**config.mk**
```make
export PLATFORM = sky130hd
export DESIGN_NAME = pixel_word_packer
export DESIGN_NICKNAME = d
export VERILOG_FILES = /design/src/rtl/pixel_pack_pkg.sv /design/src/rtl/pack_out_reg.sv /design/src/rtl/pixel_word_packer.sv
export SDC_FILE = /design/constraint.sdc
export NUM_CORES = 1
export LEC_CHECK = 0
export BUFFER_PORTS_ARGS = -buffer_cell sky130_fd_sc_hd__buf_2
export CAP_MARGIN = 20
export CORE_AREA = 2 2 110 112
export CTS_BUF_LIST = sky130_fd_sc_hd__clkbuf_4
export DETAILED_ROUTE_END_ITERATION = 12
export DIE_AREA = 0 0 112 114
export PLACE_DENSITY_LB_ADDON = 0.25
export SYNTH_ARGS = -nofsm -noshare
export SYNTH_HDL_FRONTEND = slang
export SYNTH_HIERARCHICAL = 1
export SYNTH_SLANG_ARGS = --single-unit
```
**constraint.sdc**
```tcl
create_clock -name clk -period 7.7 [get_ports clk]
set_input_delay 1.54 -clock clk [delete_from_list [all_inputs] [get_ports clk]]
set_output_delay 1.54 -clock clk [all_outputs]
set_load 0.005 [all_outputs]
```
**src/rtl/pixel_pack_pkg.sv**
```systemverilog
// Shared constants and helpers for the 64-bit pixel packing and unpacking blocks.
package pixel_pack_pkg;

    localparam int WORD_LOGBITS = 6;
    localparam int WORD_BITS    = 64;

    // Widest lane-count field, reached with 8-bit pixels (counts 1..8).
    localparam int LANE_CNT_W   = WORD_LOGBITS - 3 + 1;

    function automatic int lanes(input int inlogbits);
        return 1 << (WORD_LOGBITS - inlogbits);
    endfunction

    function automatic int lane_cnt_w(input int inlogbits);
        return WORD_LOGBITS - inlogbits + 1;
    endfunction

endpackage

```
**src/rtl/pack_out_reg.sv**
```systemverilog
// One-entry valid/ready output register: loads when empty or draining, holds while stalled.
// Zero-cycle input-to-ready path; o_can_load depends only on state and i_rdy.
module pack_out_reg #(
    parameter int W = 64
)(
    input  logic         clk,
    input  logic         rst,
    input  logic         i_load,
    input  logic [W-1:0] i_dat,
    input  logic         i_rdy,
    output logic         o_vld,
    output logic [W-1:0] o_dat,
    output logic         o_can_load
);

    logic         r_vld;
    logic [W-1:0] r_dat;

    assign o_can_load = !r_vld || i_rdy;
    assign o_vld      = r_vld;
    assign o_dat      = r_dat;

    always_ff @(posedge clk) begin
        if (rst) begin
            r_vld <= 1'b0;
            r_dat <= '0;
        end else if (o_can_load) begin
            r_vld <= i_load;
            if (i_load) begin
                r_dat <= i_dat;
            end
        end
    end

endmodule

```
**src/rtl/pixel_word_packer.sv**
```systemverilog
// Packs 8/16/32-bit pixels into 64-bit words, lane 0 at LSBs; word valid the cycle after its final pixel.
// Optional PIXEL_WORD_PACKER_FLUSH_EN adds in_last/out_last/out_lanes for zero-padded partial words.
module pixel_word_packer
    import pixel_pack_pkg::*;
#(
    parameter int INLOGBITS  = 3,
    parameter int OUTLOGBITS = WORD_LOGBITS
)(
    input  logic                          clk,
    input  logic                          rst,
    input  logic [(1<<INLOGBITS)-1:0]     in_data,
    input  logic                          in_valid,
    output logic                          in_ready,
`ifdef PIXEL_WORD_PACKER_FLUSH_EN
    input  logic                          in_last,
    output logic                          out_last,
    output logic [OUTLOGBITS-INLOGBITS:0] out_lanes,
`endif
    output logic [WORD_BITS-1:0]          out_data,
    output logic                          out_valid,
    input  logic                          out_ready
);

    localparam int PW = 1 << INLOGBITS;
    localparam int N  = lanes(INLOGBITS);
    localparam int CW = OUTLOGBITS - INLOGBITS;

    logic [CW-1:0]         r_cnt;
    logic [N-2:0][PW-1:0]  r_acc;

    logic                  w_hs;
    logic                  w_full_lane;
    logic                  w_last;
    logic                  w_close;
    logic                  w_can_load;
    logic [WORD_BITS-1:0]  w_word;

    assign w_full_lane = (r_cnt == CW'(N - 1));
    assign w_hs        = in_valid && in_ready;
    assign w_close     = w_hs && (w_full_lane || w_last);

`ifdef PIXEL_WORD_PACKER_FLUSH_EN
    assign w_last   = in_last;
    // Conservative so that in_ready never depends on in_last.
    assign in_ready = w_can_load;
`else
    assign w_last   = 1'b0;
    assign in_ready = !w_full_lane || w_can_load;
`endif

    // Lanes above the current one are masked so a flushed word is zero-padded.
    always_comb begin
        w_word = '0;
        for (int i = 0; i < N - 1; i++) begin
            if (i < int'(r_cnt)) begin
                w_word[i*PW +: PW] = r_acc[i];
            end
        end
        w_word[int'(r_cnt)*PW +: PW] = in_data;
    end

    always_ff @(posedge clk) begin
        if (rst) begin
            r_cnt <= '0;
            r_acc <= '0;
        end else if (w_hs) begin
            if (w_close) begin
                r_cnt <= '0;
                r_acc <= '0;
            end else begin
                for (int i = 0; i < N - 1; i++) begin
                    if (int'(r_cnt) == i) begin
                        r_acc[i] <= in_data;
                    end
                end
                r_cnt <= r_cnt + 1'b1;
            end
        end
    end

`ifdef PIXEL_WORD_PACKER_FLUSH_EN
    localparam int LW = CW + 1;
    localparam int OW = WORD_BITS + 1 + LW;
    logic [LW-1:0] w_lanes;
    assign w_lanes = {1'b0, r_cnt} + 1'b1;
`else
    localparam int OW = WORD_BITS;
`endif

    logic [OW-1:0] w_pay;
    logic [OW-1:0] w_out_pay;

`ifdef PIXEL_WORD_PACKER_FLUSH_EN
    assign w_pay     = {w_lanes, w_last, w_word};
    assign out_lanes = w_out_pay[OW-1 -: LW];
    assign out_last  = w_out_pay[WORD_BITS];
`else
    assign w_pay     = w_word;
`endif
    assign out_data  = w_out_pay[WORD_BITS-1:0];

    pack_out_reg #(
        .W (OW)
    ) u_out_reg (
        .clk        (clk),
        .rst        (rst),
        .i_load     (w_close),
        .i_dat      (w_pay),
        .i_rdy      (out_ready),
        .o_vld      (out_valid),
        .o_dat      (w_out_pay),
        .o_can_load (w_can_load)
    );

endmodule

```
After elaboration in Yosys (flattened, before gate mapping)

Cells that the tools add are included.

Flip-flop bits (word level): 124
Input bits: 12
Output and inout bits: 66
Logic and storage cells: 67

$add $sub $neg: 2
$lt $le $gt $ge: 7
Equality and inequality tests: 7
Shift-type cells: 2
Multiplexer cells: 17
Reductions and logical operators: 22

Operator list:

| operator                  | number |
|---|---|
| $mux W8                   | 14 |
| $bwmux W64                | 1 |
| $shift A8 B33 Y64 const A | 1 |
| $shiftx A8 B33 Y64        | 1 |
| $mux W56                  | 1 |
| $neg A6 Y33               | 1 |
| $reduce_and A2 Y1         | 8 |
| $eq A3 B3 Y1 const B      | 5 |
| $reduce_bool A2 Y1        | 7 |
| $lt A3 B3 Y1 const A      | 3 |
| $eq A3 B2 Y1 const B      | 2 |
| $lt A1 B3 Y1 const A      | 2 |
| $lt A2 B3 Y1 const A      | 2 |
| $add A3 B1 Y3 const B     | 1 |
| $logic_not A3 Y1          | 1 |
| $mux W3                   | 1 |
| $logic_and A1 B1 Y1       | 2 |
| $logic_not A1 Y1          | 2 |
| $logic_or A1 B1 Y1        | 2 |

Logic depth before layout (Yosys ltp)

Depth after elaboration: 7
Depth in mapped cells: 11
Gate-level depth less buffers: 8

Hierarchy

Netlist, hierarchy kept.

By module, submodules not included:

| module            | times used | cells an instance | area each (µm²) | sequential area each (µm²) |
|---|---|---|---|---|
| pixel_word_packer | 1          | 382               | 3480.8          | 1181.1 |
| pack_out_reg      | 1          | 295               | 2801.4          | 1301.2 |

Worst setup path after synthesis

Ideal clock, no wire load.

Path kind: input port to output port
From: input out_ready
To: output in_ready
Data arrival time: 2.217 ns
Data required time: 6.160 ns
Setup slack: 3.943 ns
Stages: 5
Buffers on the path: 2
Cell sequence: nand2b_4 > buf_6 > buf_2 > nor2b_1 > inv_1

Longest elaborated chain between the ends: 2

Ends and longest elaborated chain:

| what               | line                    | RTL |
|---|---|---|
| start, declared    | pixel_word_packer.sv:21 | `input logic out_ready` |
| $logic_or A1 B1 Y1 | pack_out_reg.sv:19      | `assign o_can_load = !r_vld \|\| i_rdy;` |
| net w_can_load     | pixel_word_packer.sv:35 | `logic w_can_load;` |
| $logic_or A1 B1 Y1 | pixel_word_packer.sv:48 | `assign in_ready = !w_full_lane \|\| w_can_load;` |
| end, declared      | pixel_word_packer.sv:13 | `output logic in_ready,` |

The timed path passes the listed nets, and every way through them passes these cells.

Worst setup path in the final report

From: register r_cnt[0]
To: output in_ready

Longest elaborated chain between the ends: 3

Ends and longest elaborated chain:

| what                   | line                    | RTL |
|---|---|---|
| start, declared        | pixel_word_packer.sv:28 | `logic [CW-1:0] r_cnt;` |
| start signal, assigned | pixel_word_packer.sv:76 | `r_cnt <= r_cnt + 1'b1;` |
| $eq A3 B3 Y1           | pixel_word_packer.sv:38 | `assign w_full_lane = (r_cnt == CW'(N - 1));` |
| $logic_not A1 Y1       | pixel_word_packer.sv:48 |  |
| $logic_or A1 B1 Y1     | pixel_word_packer.sv:48 |  |

No other way between the ends.

==> results.py <==
metrics = {
    "die": {
        "die_area_sq_um": 12770,
        "die_y_um": 114,
        "start_util_pct": 53.64,
        "io_pins": 78,
        "rows": 40,
        "core_area_sq_um": 11710,
        "die_w_um": 112,
    },
    "power_and_ir_drop": {
        "leakagePower_nw": 2.827,
        "power_w": 0.001285,
        "power.density_nw_per_um2": 186.3,
        "irDropWorstVdd_uv": 93.32,
    },
    "final_layout": {
        "layout_commonest_cell": "dfxtp_1",
        "diodes": 0,
        "final_cell_mix": "124 x dfxtp_1, 93 x nand3_1, 77 x buf_2",
        "fillers": 1067,
        "syn_to_final_growth_pct": 9.779,
        "final_layout_size_suffix_gt1_share_pct": 22.68,
        "final_nets": 731,
    },
    "timing": {
        "slew_viol_final": 0,
        "max_slew_margin_pct": 32.95,
        "finalCriticalPeriod_ns": 4.520,
        "worst_slew_pin_slew_ns": 1.006,
        "hold_viol": 0,
        "rsz0062_at_grt": "no",
        "fmax_ghz": 0.2212,
        "finalSetupTns_ns": 0,
        "finalCritPeriodShare_pct": 58.71,
        "finalSetupViolations": 0,
        "fin_skew_ns": 0.02194,
    },
    "critical_path": {
        "path_class": "reg -> out",
        "required_ns": 6.16,
        "cp.arrival_ns": 2.98,
        "critical_path.max_fanout": 23,
        "reg2reg_setup_slack_ns": 3.80,
        "end_kind": "primary output",
        "start_kind": "flop",
    },
    "logic_synthesis": {
        "synth-async-reset-ratio_pct": 0,
        "netlist_instances": 677,
        "synthesis.area_sq_um": 6282,
        "syn_nets": 698,
        "ys_warn_count": 6,
        "yosys_most_used_dff": "dfxtp_1",
        "ys_seq_area_share_pct": 39.51,
        "synth_cell_types": 41,
        "avgSynthCellArea_sq_um": 9.280,
        "synth_seq_cells": 124,
        "synth-edff-count": 0,
    },
    "detailed_routing": {
        "antenna_left": 0,
        "dr_total_vias": 5159,
        "vias_per_cell": 5.930,
        "route.detailed.drc": 0,
        "wirelength_mm": 15.75,
        "drt-initial-drc-count": 387,
        "wl_per_cell_um": 18.10,
        "dr.pass1.iters": 7,
    },
    "global_routing": {
        "globalRouteMet2Util_pct": 42.26,
        "grt_pass1_vias": 5021,
        "track_usage_pct": 25.20,
        "grt_pass1_wl_mm": 25.75,
        "grt_use_met3_pct": 5.260,
        "grt-ovfl-total": 0,
        "grt_max_degree": 118,
        "antenna_found_initial": 0,
        "grt_busiest_layer": "met2",
        "grt.met1_usage_pct": 32.00,
    },
    "place": {
        "dp_hpwl_mm": 10.12,
        "numPortBuffers": 77,
        "gp_congestion": 0.8500,
    },
    "job": {
        "maxCapViolCount": 0,
    },
    "clock_network": {
        "cts_buffer_depth": 2,
        "cts-root-buf": "clkbuf_4",
        "cts-hold-fix-buffers": 0,
        "cts_tree": "done",
        "htree_levels": 4,
        "clkLatencyLatePin_ns": 0.55,
        "clock-sinks": 124,
        "cts_inserted_buffers": 17,
        "cts_setup_buffers": 0,
        "clk_pin_slew_ns": 0.11,
        "ctsResizeCount": 0,
    },
    "run_status": {
        "status": "completed",
    },
    "min_path": {
        "min_path_type": "reg -> reg",
    },
}
==> per-stage QoR <==
stage | setup WS (ns) | hold slack [ns] | cell area [sq um] | instances | util, %
final | 3.180 | 0.4867 | 6897 | 870 | 58.89
after global routing | 2.959 | 0.5087 | 6897 | 870 | 58.89
after CTS | 3.192 | 0.4874 | 6842 | 868 | 58.42
after detailed placement | 3.786 | 0.4637 | 6515 | 836 | 55.63
after global placement | 3.845 | 0.4618 | 6515 | 836 | 55.63
after floorplan | 3.943 | 0.4491 | 6282 | 677 | -
==> critical path: stages, from the launching register on <==
cell	delay (ns)
dfxtp_1	0.92
ha_1	0.41
ha_1	0.60
nor2b_1	0.28
inv_1	0.10
buf_2	0.14
==> registers in the layout, summed over array words and instances, names as in the netlist <==
name / flops
r_cnt: 3
u_out_reg/o_vld: 1
r_acc: 56
u_out_reg/o_dat: 64
==> Yosys cell counts (all sizes together), types with 2 or more instances <==
cell type / count / area share [%]
dfxtp: 124 / 40
nand3: 93 / 7.4
a21oi: 68 / 5.4
a21bo: 64 / 10
mux2i: 48 / 7.6
buf: 41 / 4.2
a22o: 40 / 5.6
nand2: 40 / 2.4
nand2b: 30 / 3.1
clkbuf: 28 / 1.7
o21ai: 21 / 1.9
inv: 14 / 0.84
nor2: 12 / 0.80
ha: 9 / 1.8
o31ai: 8 / 0.96
a311oi: 5 / 1.8
nor2b: 5 / 0.50
nand4b: 4 / 0.56
nand3b: 3 / 0.36
o311ai: 3 / 0.94
and2: 2 / 0.20
and3: 2 / 0.20
and3b: 2 / 0.28
nor3: 2 / 0.52
or3: 2 / 0.20
==> metal layers <==
layer	part of all wire (%)	vias up
li1	-	2490
met1	43	2479
met2	49	156
met3	5.1	34
met4	2.9	0
met5	0	-
==> cell families after synthesis <==
kind of cell	after synthesis	share of synthesized area (%)
AND/OR/NAND/NOR	201	17.11
AO/OA/AOI/OAI	212	27.19
flip-flops	124	39.51
buffers and inverters	83	6.752
multiplexers	48	7.648
adder cells (fa/ha/maj)	9	1.793
==> report_power, final <==
group          internal [W]  switching, W  total [W]
Sequential         0.000650    0.00000921   0.000659
Combinational     0.0000364     0.0000720   0.000108
Clock              0.000257      0.000260   0.000517
==> final timing paths <==
kind,from,to,depth (start not counted)
hold reg to reg,r_acc[7],r_acc[7],2
setup / recovery,r_cnt[0],in_ready,5
hold / removal,r_acc[7],r_acc[7],2
setup reg to reg,r_cnt[0],u_out_reg/o_dat[60],6
==> cell type report <==
cell class	count	area [sq um]	area share (%)
Inverter	14	52.55	0.7620
Tap cell	147	183.9	2.667
Clock buffer	17	127.6	1.851
Timing Repair Buffer	83	470.5	6.821
Sequential cell	124	2482	35.99
Multi-Input combinational cell	470	3381	49.02
Clock inverter	15	198.9	2.885
No activity file was read; power rests on OpenSTA's default activity.
